File: src/rtl/adc_daq_pkg.sv
// Shared ADC_DAQ definitions: DMA sequencer state encodings and the default TLP size.
package adc_daq_pkg;

  localparam int DMA_TLP_SIZE = 32;

  typedef enum logic [5:0] {
    ST_IDLE  = 6'b000001,
    ST_REQ   = 6'b000010,
    ST_XFER  = 6'b000100,
    ST_NEXT  = 6'b001000,
    ST_DONE  = 6'b010000,
    ST_STALL = 6'b100000
  } dma_state_e;

endpackage

File: src/rtl/dma_buf_occ.sv
// Ring occupancy counter: completed buffers the host has not yet released.
module dma_buf_occ #(
  parameter  int NUM_BUF = 8,
  localparam int BUF_W   = $clog2(NUM_BUF)
) (
  input  logic           clk,
  input  logic           rst_n,
  input  logic           clr_i,
  input  logic           inc_i,
  input  logic           dec_i,
  output logic [BUF_W:0] fill_o
);

  localparam logic [BUF_W:0] FULL_LVL = (BUF_W+1)'(NUM_BUF);

  logic [BUF_W:0] fill_q, fill_d;
  logic           dec_ok;

  // An ack against an empty ring is dropped; a coinciding inc/dec cancels out.
  always_comb begin
    dec_ok = dec_i && (fill_q != '0);
    fill_d = fill_q;
    if (clr_i) begin
      fill_d = '0;
    end else if (inc_i && !dec_ok) begin
      if (fill_q != FULL_LVL) fill_d = fill_q + 1'b1;
    end else if (dec_ok && !inc_i) begin
      fill_d = fill_q - 1'b1;
    end
  end

  always_ff @(posedge clk or negedge rst_n) begin
    if (!rst_n) fill_q <= '0;
    else        fill_q <= fill_d;
  end

  assign fill_o = fill_q;

endmodule

File: src/rtl/dma_ring_sm.sv
// DMA ring sequencer: requests TLPs buffer by buffer around a NUM_BUF-deep host ring,
// raising one interrupt per filled buffer and stalling while the host holds every buffer.
module dma_ring_sm
  import adc_daq_pkg::*;
#(
  parameter  int NUM_BUF = 8,
  parameter  int TLP_DW  = DMA_TLP_SIZE,
  parameter  int CNT_W   = 25,
  localparam int BUF_W   = $clog2(NUM_BUF)
) (
  input  logic             trn_clk,
  input  logic             pio_reset_n,
  input  logic             stream_on,
  input  logic             dma_ready,
  input  logic             dma_rd_en,
  input  logic [29:0]      dma_init_addr,
  input  logic [CNT_W-1:0] dma_size,
  input  logic             host_ack,
  output logic [29:0]      dma_addr,
  output logic             dma_start_o,
  output logic             irq_dma_o,
  output logic [BUF_W-1:0] dma_curr_buf,
  output logic [BUF_W:0]   buf_fill,
  output logic             overrun_o
);

  localparam logic [BUF_W:0]   FULL_LVL = (BUF_W+1)'(NUM_BUF);
  localparam logic [BUF_W-1:0] LAST_BUF = BUF_W'(NUM_BUF-1);

  dma_state_e       state_q, state_d;
  logic             start_q, start_d;
  logic             irq_q, irq_d;
  logic             overrun_q, overrun_d;
  logic [BUF_W-1:0] cbuf_q, cbuf_d;
  logic [29:0]      addr_q, addr_d;
  logic [CNT_W-1:0] cnt_q, cnt_d;
  logic             flush, occ_inc, ring_full;

  assign ring_full = (buf_fill == FULL_LVL);

  always_comb begin
    state_d   = state_q;
    start_d   = start_q;
    irq_d     = 1'b0;
    overrun_d = overrun_q;
    cbuf_d    = cbuf_q;
    addr_d    = addr_q;
    cnt_d     = cnt_q;
    flush     = 1'b0;
    occ_inc   = 1'b0;

    case (state_q)
      ST_IDLE: begin
        if (!stream_on) begin
          flush = 1'b1;
        end else if (ring_full) begin
          state_d = ST_STALL;
        end else if ((dma_size != '0) && dma_ready) begin
          cnt_d   = dma_size;
          start_d = 1'b1;
          state_d = ST_REQ;
        end
      end
      ST_REQ: begin
        if (dma_rd_en) begin
          start_d = 1'b0;
          state_d = ST_XFER;
        end
      end
      ST_XFER: begin
        // A stop request is honoured only once the in-flight TLP has drained.
        if (!dma_rd_en) begin
          if (!stream_on) begin
            flush = 1'b1;
          end else begin
            cnt_d   = cnt_q - 1'b1;
            addr_d  = addr_q + 30'(TLP_DW);
            state_d = ST_NEXT;
          end
        end
      end
      ST_NEXT: begin
        if (!stream_on) begin
          flush = 1'b1;
        end else if (cnt_q == '0) begin
          irq_d   = 1'b1;
          state_d = ST_DONE;
        end else if (dma_ready) begin
          start_d = 1'b1;
          state_d = ST_REQ;
        end
      end
      ST_DONE: begin
        occ_inc = 1'b1;
        state_d = ST_IDLE;
        if (cbuf_q == LAST_BUF) begin
          cbuf_d = '0;
          addr_d = dma_init_addr;
        end else begin
          cbuf_d = cbuf_q + 1'b1;
        end
      end
      ST_STALL: begin
        if (!stream_on) begin
          flush = 1'b1;
        end else begin
          if (dma_ready) overrun_d = 1'b1;
          if (!ring_full) state_d = ST_IDLE;
        end
      end
      default: begin
        state_d = ST_IDLE;
        start_d = 1'b0;
      end
    endcase

    if (flush) begin
      state_d   = ST_IDLE;
      start_d   = 1'b0;
      cbuf_d    = '0;
      overrun_d = 1'b0;
      addr_d    = dma_init_addr;
    end
  end

  always_ff @(posedge trn_clk or negedge pio_reset_n) begin
    if (!pio_reset_n) begin
      state_q   <= ST_IDLE;
      start_q   <= 1'b0;
      irq_q     <= 1'b0;
      overrun_q <= 1'b0;
      cbuf_q    <= '0;
      addr_q    <= '0;
      cnt_q     <= '0;
    end else begin
      state_q   <= state_d;
      start_q   <= start_d;
      irq_q     <= irq_d;
      overrun_q <= overrun_d;
      cbuf_q    <= cbuf_d;
      addr_q    <= addr_d;
      cnt_q     <= cnt_d;
    end
  end

  dma_buf_occ #(
    .NUM_BUF (NUM_BUF)
  ) u_occ (
    .clk    (trn_clk),
    .rst_n  (pio_reset_n),
    .clr_i  (flush),
    .inc_i  (occ_inc),
    .dec_i  (host_ack),
    .fill_o (buf_fill)
  );

  assign dma_addr     = addr_q;
  assign dma_start_o  = start_q;
  assign irq_dma_o    = irq_q;
  assign dma_curr_buf = cbuf_q;
  assign overrun_o    = overrun_q;

endmodule

File: config.mk
export PLATFORM = sky130hd
export DESIGN_NAME = dma_ring_sm
export DESIGN_NICKNAME = d
export VERILOG_FILES = /design/src/rtl/adc_daq_pkg.sv /design/src/rtl/dma_buf_occ.sv /design/src/rtl/dma_ring_sm.sv
export SDC_FILE = /design/constraint.sdc
export NUM_CORES = 1
export LEC_CHECK = 0
export CORE_MARGIN = 1
export CORE_UTILIZATION = 51
export CTS_CLUSTER_SIZE = 20
export DETAILED_ROUTE_END_ITERATION = 8
export GPL_TIMING_DRIVEN = 0
export PLACE_DENSITY = 0.88
export SYNTH_ARGS = -nofsm -noshare
export SYNTH_HDL_FRONTEND = slang
export SYNTH_SLANG_ARGS = --single-unit
File: constraint.sdc
create_clock -name trn_clk -period 3.1 [get_ports trn_clk]
set_clock_uncertainty 0.1 [all_clocks]
set_input_delay 0.465 -clock trn_clk [delete_from_list [all_inputs] [get_ports trn_clk]]
set_output_delay 0.465 -clock trn_clk [all_outputs]
set_load 0.02 [all_outputs]
==> results.toml <==
[timing]
timing.final.crit_share = 0.9646
hold_slack_ns = 0.1297
worst_pin_slew_ns = 0.9631
layout_min_cycle_time_ns = 2.990
hold_viol = 0
slew_viol_final = 0
max_slew_margin = 0.3520
finalWorstSetupSlack_ns = 0.1098
setup_viol = 0
fmax_mhz = 334.4
rsz0062_at_grt = "false"
fin_setup_tns_ns = 0

[place]
postPlaceCellArea_sq_um = 5583
io_buffers = 99
post-dp-hpwl_um = 9627
finalWeightedCongestion = 0.9586
dp.cells = 735
dp_slack_ns = -0.05912

[global_route]
overflow = 0
antenna_found_initial = 0
met2_usage = 0.4970
top_usage_layer = "met2"
grt_pass1_vias = 4514
grtUsageMet3 = 0.06539
groute.usage.overall = 0.3098
grt_max_degree = 72
grt_util_met1 = 0.4046
grt_first_pass_wirelength_um = 21690

[synthesis]
netlist.top_cell.by_area = "dfrtp_1"
synth-edff-count = 0
synth-seq-cells = 71
synth_area_per_cell_sq_um = 8.405
synth_seq_area_share = 0.3984
synth_top_flop_cell = "dfrtp_1"
syn_area_sq_um = 4463
yosys_warnings = 0
syn_nets = 600
synthTopCellsByCount = "dfrtp_1 (70), a21oi_1 (53), nor2_1 (53), nand2_1 (42), o21ai_1 (33)"
synthArstFlopShare = 1.000
synth_top_area_frac = 0.3925
yosysUniqueCellTypes = 68
yosys-top-cells-area = "dfrtp_1 (39%), a21oi_1 (5.9%), nor2_1 (4.5%), o21ai_1 (3.7%), nand2_1 (3.5%)"
synthCells = 531
synth_most_common_cell = "dfrtp_1"

[floorplan]
dieArea_sq_um = 9129
start_util = 0.5351
rows = 33
die_w_um = 95.55
dieHeight_um = 95.55
core-area_sq_um = 8341
num_io_pins = 101

[setup_path]
worst_path_max_delay_cell = "clkdlybuf4s50_1"
slowest_delay_ns = 0.46
path_cells = "clkdlybuf4s50_1 -> nor4_1 -> nand4_1 -> nor2_1 -> o32a_1 -> buf_2 -> clkbuf_1 -> o21ai_1"
start_kind = "input port"
cp-end-kind = "flop"
arrival_ns = 3.10
critPathKind = "in2reg"
cp.required_ns = 3.21
crit_fanout = 10

[drt]
detailedRoute.firstIterationViolations = 374
drc = 0
routed_wl_um = 13690
first_pass_iters = 6
viasPerCell = 6.563
ant_nets = 0
routedWlPerCell_um = 18.23
vias = 4929

[finish]
area_growth_pct = 30.61
final_core_util = 0.6989
final_area_sq_um = 5829
layout-drive-gt1-share = 0.06811
multi_input_area_sq_um = 2510
seqCellArea_sq_um = 1778
finalNonFillerCells = 751
diodes = 0
nNetsFinal = 710
fill_cells = 672

[pwr]
powerDensity_nw_per_um2 = 880.0
p_leak_nw = 2.262
power_mw = 5.130
peakVddDrop_mv = 0.4357

[clock_network]
cts_buffers = 9
clock_path_buffers = 2
cts_sinks = 71
insertion_delay_ns = 0.35
cts_tree = "done"
clockRootBuffer = "clkbuf_8"
cts.htree.levels = 3
clkTransAtPathRegs_ns = 0.08

[min_path]
hp-class = "in2async"

[flow_run]
drv_cap = 0

[outcome]
status = "completed"
[where the power goes]
part	internal [mW]	switching (mW)	leakage [nW]	total (mW)
logic	1.08	1.41	1.29	2.49
clock network	0.534	0.360	0.120	0.893
registers	1.31	0.433	0.854	1.75
total	2.93	2.20	2.26	5.13
[flip-flops by register name (all words and copies together), names as in the netlist]
signal	count
dma_addr	30
overrun_o	1
u_occ.fill_o	4
cnt_q	25
dma_start_o	1
state_q	6
dma_curr_buf	3
irq_dma_o	1
[path summary, 6_finish.rpt]
check,startpoint,end,slack (ns),cells past startpoint
worst max-delay path,dma_size[23],cnt_q[3],0.11,8
worst min-delay path,pio_reset_n,dma_addr[1],0.13,1
worst max register to register,cnt_q[0],cnt_q[22],0.18,10
worst min register to register,dma_addr[1],dma_addr[1],0.40,1
max in group asynchronous,pio_reset_n,overrun_o,2.12,1
min in group trn_clk,dma_addr[1],dma_addr[1],0.40,1
[cell families (layout without fill, tap and decap cells)]
group | count (synthesis) | in the layout | share of synthesized area
mux | 10 | 10 | 0.02383
compound gates | 187 | 187 | 0.2655
buf+inv | 45 | 160 | 0.04065
fa+ha+maj | 8 | 8 | 0.02411
simple gates | 203 | 203 | 0.2338
flops | 71 | 71 | 0.3984
xor+xnor | 7 | 7 | 0.01374
[routing by layer]
| metal | share of wire | vias to the layer above | routed length (um) |
|---|---|---|---|
| met5 | 0 | - | 0 |
| met3 | 0.12 | 51 | 1587 |
| met2 | 0.47 | 361 | 6371 |
| met4 | 0.031 | 0 | 426 |
| met1 | 0.39 | 2305 | 5308 |
| li1 | - | 2212 | - |
[cell type report]
type	instances	share of cell area
multi-input combinational	415	0.4306
clock inverter	6	0.01867
buffer	34	0.02468
tap	105	0.02254
inverter	11	0.007083
timing repair buffer	99	0.1696
sequential	71	0.3050
clock buffer	10	0.02189
[placed cells by master (no fill, tap or decap), drive strengths merged, types with 6 or more instances in the layout]
cell type,instances
and3,7
nand3,15
o22ai,10
or4,6
o22a,7
o2bb2ai,7
nor3,22
inv,11
a22oi,7
a21oi,54
o21ai,55
nand4,9
clkdlybuf4s50,98
nor2,53
or3,7
a31oi,8
nor4,15
buf,13
ha,7
nand2,42
dfrtp,70
clkbuf,32
[worst max-delay path: cells and delay by family]
kind,cells,cell delay (ns)
AO/OA/AOI/OAI,2,0.34
buffers and inverters,3,1.16
AND/OR/NAND/NOR,3,1.13
[repair_timing]
item,4_1_cts,5_1_grt
hold endpoints to repair,0,0
hold buffers,0,0
endpoints found under the setup margin,0,10
resized for setup,0,7
setup buffers,0,0
(Power assumes the default switching activity.)
